<file path="src/rtl/temp_sense_ctrl.sv">
// temp_sense_ctrl: sequences clear/convert cycles on the temperature-sensing diode
// and delivers each 8-bit code to the capture stage with a one-cycle done strobe.
module temp_sense_ctrl #(
    parameter int PERIOD_CYCLES  = 1000000,
    parameter int CLR_CYCLES     = 4,
    parameter int TIMEOUT_CYCLES = 65536
) (
    input  logic        clk,
    input  logic        reset,
    input  logic        enable,
    input  logic [7:0]  ts_tempout,
    input  logic        ts_eoc,
    output logic        ts_ce,
    output logic        ts_clr,
    output logic [7:0]  tsdcalo,
    output logic        tsdcaldone,
    output logic        timeout,
    output logic [15:0] sample_count
);
    typedef enum logic [1:0] {IDLE, CLEAR, CONVERT, WAIT} state_t;
    state_t      state;
    logic [31:0] cnt;
    logic [2:0]  eoc_sync;
    logic        eoc_rise;
    always_ff @(posedge clk) begin
        if (reset) begin
            state        <= IDLE;
            cnt          <= '0;
            eoc_sync     <= '0;
            eoc_rise     <= 1'b0;
            ts_ce        <= 1'b0;
            ts_clr       <= 1'b0;
            tsdcalo      <= '0;
            tsdcaldone   <= 1'b0;
            timeout      <= 1'b0;
            sample_count <= '0;
        end else begin
            // eoc_sync[1] is the synchronised level; eoc_rise is registered, so the FSM acts one edge later
            eoc_sync   <= {eoc_sync[1:0], ts_eoc};
            eoc_rise   <= eoc_sync[1] & ~eoc_sync[2];
            tsdcaldone <= 1'b0;
            case (state)
                IDLE: if (enable) begin
                    state  <= CLEAR;
                    ts_clr <= 1'b1;
                    cnt    <= '0;
                end
                CLEAR: if (cnt == 32'(CLR_CYCLES - 1)) begin
                    state  <= CONVERT;
                    ts_clr <= 1'b0;
                    ts_ce  <= 1'b1;
                    cnt    <= '0;
                end else cnt <= cnt + 1;
                CONVERT: if (eoc_rise) begin
                    tsdcalo      <= ts_tempout;
                    tsdcaldone   <= 1'b1;
                    sample_count <= sample_count + 1'b1;
                    ts_ce        <= 1'b0;
                    state        <= WAIT;
                    cnt          <= '0;
                end else if (cnt == 32'(TIMEOUT_CYCLES - 1)) begin
                    timeout <= 1'b1;
                    ts_ce   <= 1'b0;
                    state   <= WAIT;
                    cnt     <= '0;
                end else cnt <= cnt + 1;
                WAIT: if (cnt == 32'(PERIOD_CYCLES - 1)) begin
                    cnt    <= '0;
                    state  <= enable ? CLEAR : IDLE;
                    ts_clr <= enable;
                end else cnt <= cnt + 1;
                default: state <= IDLE;
            endcase
        end
    end
endmodule

</file>
<file path="config.mk">
export PLATFORM = sky130hd
export DESIGN_NAME = temp_sense_ctrl
export DESIGN_NICKNAME = d
export VERILOG_FILES = /design/src/rtl/temp_sense_ctrl.sv
export SDC_FILE = /design/constraint.sdc
export NUM_CORES = 1
export LEC_CHECK = 0
export BUFFER_PORTS_ARGS = -buffer_cell sky130_fd_sc_hd__buf_2
export CAP_MARGIN = 20
export CORE_MARGIN = 4
export CORE_UTILIZATION = 57
export DETAILED_ROUTE_END_ITERATION = 10
export GPL_TIMING_DRIVEN = 0
export PLACE_DENSITY = 0.79
export SLEW_MARGIN = 20
export SYNTH_ARGS = -nofsm -noshare
export SYNTH_HDL_FRONTEND = slang
export SYNTH_SLANG_ARGS = --single-unit
</file>
<file path="constraint.sdc">
create_clock -name clk -period 2.8 [get_ports clk]
set_input_delay 0.56 -clock clk [delete_from_list [all_inputs] [get_ports clk]]
set_output_delay 0.56 -clock clk [all_outputs]
set_load 0.02 [all_outputs]
</file>
==> Yosys cells after proc, flatten, opt, wreduce, memory -nomap -nowiden <==
Cells that the tools add are included.
{ "op_classes": {"addsub": 2, "eq_ne": 10, "muxes": 22, "bitwise": 4, "reduce_logical": 9} }
{ "ops": {"columns": ["cell", "n"], "rows": [
  ["$mux W32", 5],
  ["$pmux W32 S4", 1],
  ["$add A32 B1 Y32 const B", 1],
  ["$eq A32 B16 Y1 const B", 1],
  ["$eq A32 B2 Y1 const B", 1],
  ["$eq A32 B20 Y1 const B", 1],
  ["$add A16 B1 Y16 const B", 1],
  ["$mux W2", 5],
  ["$mux W1", 8],
  ["$pmux W2 S4", 1],
  ["$reduce_and A4 Y1", 2],
  ["$ne A2 B2 Y1 const B", 3],
  ["$reduce_and A3 Y1", 2],
  ["$eq A2 B2 Y1 const B", 2],
  ["$ne A3 B3 Y1 const B", 1],
  ["$not A1 Y1", 3],
  ["$pmux W1 S3", 1],
  ["$reduce_bool A3 Y1", 1],
  ["$eq A2 B1 Y1 const B", 1],
  ["$logic_not A2 Y1", 1],
  ["$pmux W1 S2", 1],
  ["$reduce_and A2 Y1", 1],
  ["$reduce_bool A2 Y1", 1],
  ["$reduce_or A2 Y1", 1],
  ["$and A1 B1 Y1", 1]
]} }
{ "totals": {"regBits": 66, "input_bits": 12, "out_inout_bits": 28} }

==> Depth between registers and ports, before layout <==
{ "logic_depth": {"word_depth": 4, "mapped_depth": 9, "ltp_nobuf": 8} }

==> Worst setup path before layout <==
Ideal clock, no wire load.
{ "synth_timing": {"path_type": "register to register", "startpoint": "reg cnt[14]", "endpoint": "reg cnt[26]", "arrival_time_ns": 2.199, "required_time_ns": 2.685, "setup_slack_ns": 0.486, "stages_incl_launch_ff": 10, "path_buffers": 3, "synth_period_minus_slack_ns": 2.314, "cell_sequence": "dfxtp_1 buf_6 or4_1 or3_4 o41ai_4 a311oi_1 buf_6 nor2_8 buf_8 nor2_1"} }
{ "synth_between": {"elab_chain_len": 4, "word_cells_on_any_way": 9, "classes_between": "add/sub (1); eq/ne (3); mux (5)"} }
{ "synth_rtl": {"columns": ["element", "line", "text"], "rows": [
  ["from (decl)", "22", "logic [31:0] cnt;"],
  ["from (signal assigned)", "53", "end else cnt <= cnt + 1;"],
  ["from (signal assigned)", "66", "end else cnt <= cnt + 1;"],
  ["from (signal assigned)", "71", "end else cnt <= cnt + 1;"],
  ["$add A32 B1 Y32 or $eq A32 B16 Y1 (tied branches)", null, null],
  ["$mux W32", "61", "end else if (cnt == 32'(TIMEOUT_CYCLES - 1)) begin"],
  ["$mux W32", "54", "CONVERT: if (eoc_rise) begin"],
  ["$pmux W32 S4 (*)", "42", "case (state)"]
]} }
Mark *: on every way between the ends. The rest lies on a longest branch, timed or not.
A chain may end at the register's enable or synchronous reset.

==> Worst setup path in the final report <==
{ "layout_timing": {"startpoint": "reg cnt[7]", "endpoint": "reg cnt[26]"} }
The elaborated chain is that of the path after synthesis.

==> results.json <==
{
  "status": "complete, no violations",
  "postCtsResizedCells": 0,
  "dr_total_vias": 2773,
  "tightest_slew_ns": 0.658,
  "critical_path.max_fanout": 7,
  "grt_pass1_wl_um": 11700,
  "finalCriticalPeriod_ns": 2.63,
  "diodes": 0,
  "criticalPathCategory": "flip-flop to flip-flop",
  "cts_tree": "done",
  "initial_utilization_pct": 60.0,
  "yosys.cell_types.count": 47,
  "grtUsageTotal_pct": 22.6,
  "flow.area_growth_from_synthesis_pct": 16.5,
  "insertion_delay_ns": 0.34,
  "cp-end-kind": "flip-flop",
  "leakage_nw": 1.33,
  "synthCells": 369,
  "cts_buffers": 9,
  "antenna_found_initial": 0,
  "net-switching-power_w": 0.000725,
  "async_flop_share_pct": 0,
  "rows": 26,
  "rsz0062_at_grt": "no",
  "setup-tns-final_ns": 0,
  "total_power_w": 0.00244,
  "postRouteAntennaNets": 0,
  "cts-hold-fix-buffers": 0,
  "r2r_slack_ns": 0.17,
  "io_pins": 40,
  "finalHoldViolations": 0,
  "post-route-util_pct": 70.0,
  "cts.path.max_buffers": 2,
  "route.detailed.drc": 0,
  "port_buffers": 39,
  "cp-start-kind": "flip-flop",
  "globalRouteOverflowTotal": 0,
  "required_ns": 3.03,
  "maxSlewHeadroom_pct": 55.6,
  "finClkSkew_ns": 0.00593,
  "fp.dieW_um": 82.0,
  "hp-class": "flip-flop to flip-flop",
  "fill_cells": 425,
  "sequentialPowerShare_pct": 40.9,
  "ys_seq_area_share_pct": 42.3,
  "swShare_pct": 29.7,
  "final-setup-viol-count": 0,
  "first_global_vias": 2661,
  "synth_seq_cells": 66,
  "die-area_sq_um": 6730,
  "ys.flop_type": "dfxtp_1",
  "drtIter0Drc": 188,
  "drt-vias-per-instance": 5.61,
  "place_inst": 478,
  "drt-pass1-iter-count": 4,
  "critical_path_arrival_ns": 2.86,
  "slew_viol_final": 0,
  "avgRoutedWirePerCell_um": 14.0,
  "ctsRootBufferMaster": "clkbuf_8",
  "cts_setup_buffers": 0,
  "nets": 439,
  "synth_nets": 389,
  "clock.fmax_mhz": 380,
  "combPwrFrac_pct": 21.7,
  "pwr_density_cell_nw_per_um2": 670,
  "cts_sinks": 66,
  "ctsHtreeMaxLevel": 3,
  "gp_congestion": 0.905,
  "syn_area_sq_um": 3120,
  "pwr-share-clk_pct": 37.4,
  "max-vdd-ir-drop_uv": 592,
  "stdcell_count": 494,
  "clkTransAtPathRegs_ns": 0.07,
  "intPower_w": 0.00172,
  "syn_avg_cell_area_sq_um": 8.47,
  "period_share_pct": 93.9,
  "die_h_um": 82.0,
  "drt_wl_total_um": 6910,
  "dp_hpwl_um": 4960,
  "core_area_sq_um": 5200,
  "drv_cap": 0,
  "drive_gt1_share_pct": 16.7,
  "synth_edf_count": 0,
  "ys_warn_count": 0,
  "grt_max_degree": 12
}
[cell usage after synthesis (all sizes together) (3+ instances only)]
master	n	share of area (%)
o31ai	4	0.96
and4	4	1.2
a21oi	20	3.2
nor2	45	6.2
inv	9	1.1
nor2b	7	1.4
nand2b	4	0.80
and2	6	1.2
nand4	12	2.4
nand3	23	3.7
nand2	48	5.8
clkbuf	9	1.1
o21ai	9	1.4
o22ai	4	0.80
a31oi	3	0.60
and3	4	0.80
nor4	9	1.8
buf	5	1.5
or4	5	1.2
xnor2	14	3.9
ha	8	3.2
xor2	19	5.3
nor3	8	1.3
dfxtp	66	42
or3	6	1.4
[stage by stage]
| step | hold WS, ns | setup slack (ns) | cell area [sq um] |
|---|---|---|---|
| after floorplan | 0.367 | 0.486 | 3120 |
| after global placement | 0.371 | 0.159 | 3410 |
| after detailed placement | 0.375 | 0.138 | 3410 |
| after CTS | 0.393 | 0.125 | 3640 |
| after global routing | 0.419 | 0.00276 | 3640 |
| final | 0.390 | 0.170 | 3640 |
[final timing paths]
| kind | end | cells after the start | startpoint |
|---|---|---|---|
| hold / removal | eoc_rise | 1 | eoc_sync[2] |
| setup / recovery | cnt[26] | 7 | cnt[7] |
| setup reg to reg | cnt[26] | 7 | cnt[7] |
| hold reg to reg | eoc_rise | 1 | eoc_sync[2] |
[cell usage in the layout, fill, tap and decap left out, types with 4 or more instances in the layout]
cell type   n
dfxtp_1    66
nand2_1    48
nor2_1     41
buf_2      40
nand3_1    23
a21oi_1    20
xor2_1     19
xnor2_1    14
nand4_1    12
clkbuf_8   11
clkbuf_1   10
inv_1       9
nor4_1      9
o21ai_0     9
nor3_1      8
ha_1        8
nor2b_1     7
or3_1       5
and2_1      5
nand2b_1    4
or4_1       4
and3_1      4
o22ai_1     4
[registers in the layout (all words and copies together), names as in the netlist]
register	cells
eoc_sync	3
ts_ce	1
timeout	1
tsdcaldone	1
sample_count	16
state	2
eoc_rise	1
cnt	32
tsdcalo	8
ts_clr	1
[per-layer routing]
metal / vias up / part of all wire [%] / track usage, %
met1: 1291 / 46 / 28.8
li1: 1390 / - / -
met5: - / 0 / 0
met4: 0 / 2.4 / 13.3
met3: 15 / 5.3 / 3.95
met2: 77 / 47 / 35.6
[power groups by stage]
stage          Combinational (W)  Sequential [W]  Clock [W]
3_3_place_gp            0.000501         0.00102          0
4_1_cts                 0.000525        0.000997   0.000926
5_1_grt                 0.000589         0.00100   0.000964
2_1_floorplan           0.000369         0.00103          0
3_5_place_dp            0.000520         0.00102          0
6_report                0.000530        0.000998   0.000912
[worst max-delay path, stage by stage, from the launching register on]
cell      delay (ns)
dfxtp_1         0.31
clkbuf_1        0.26
and4_1          0.32
nand2_1         0.14
nor4_1          0.62
or4b_2          0.65
xnor2_1         0.16
nor2_1          0.06
[area by class of cell]
class | instances | area [sq um] | share of cell area (%)
tap | 70 | 87.6 | 2.41
clock inverter | 4 | 73.8 | 2.03
buffer | 14 | 80.1 | 2.20
timing repair buffer | 39 | 195 | 5.36
sequential | 66 | 1320 | 36.3
inverter | 9 | 33.8 | 0.928
multi-input combinational | 280 | 1690 | 46.5
clock buffer | 12 | 155 | 4.26
[cells by family (layout without fill, tap and decap cells)]
logic type / Yosys count / in the layout / synth area share, %
mux: 2 / 2 / 0.641
flops: 66 / 66 / 42.3
simple gates: 188 / 188 / 31.0
buf+inv: 23 / 78 / 3.64
xor+xnor: 33 / 33 / 9.25
fa+ha+maj: 8 / 8 / 3.20
compound gates: 49 / 49 / 9.97
Note: power is estimated with default switching activity, not from simulation.
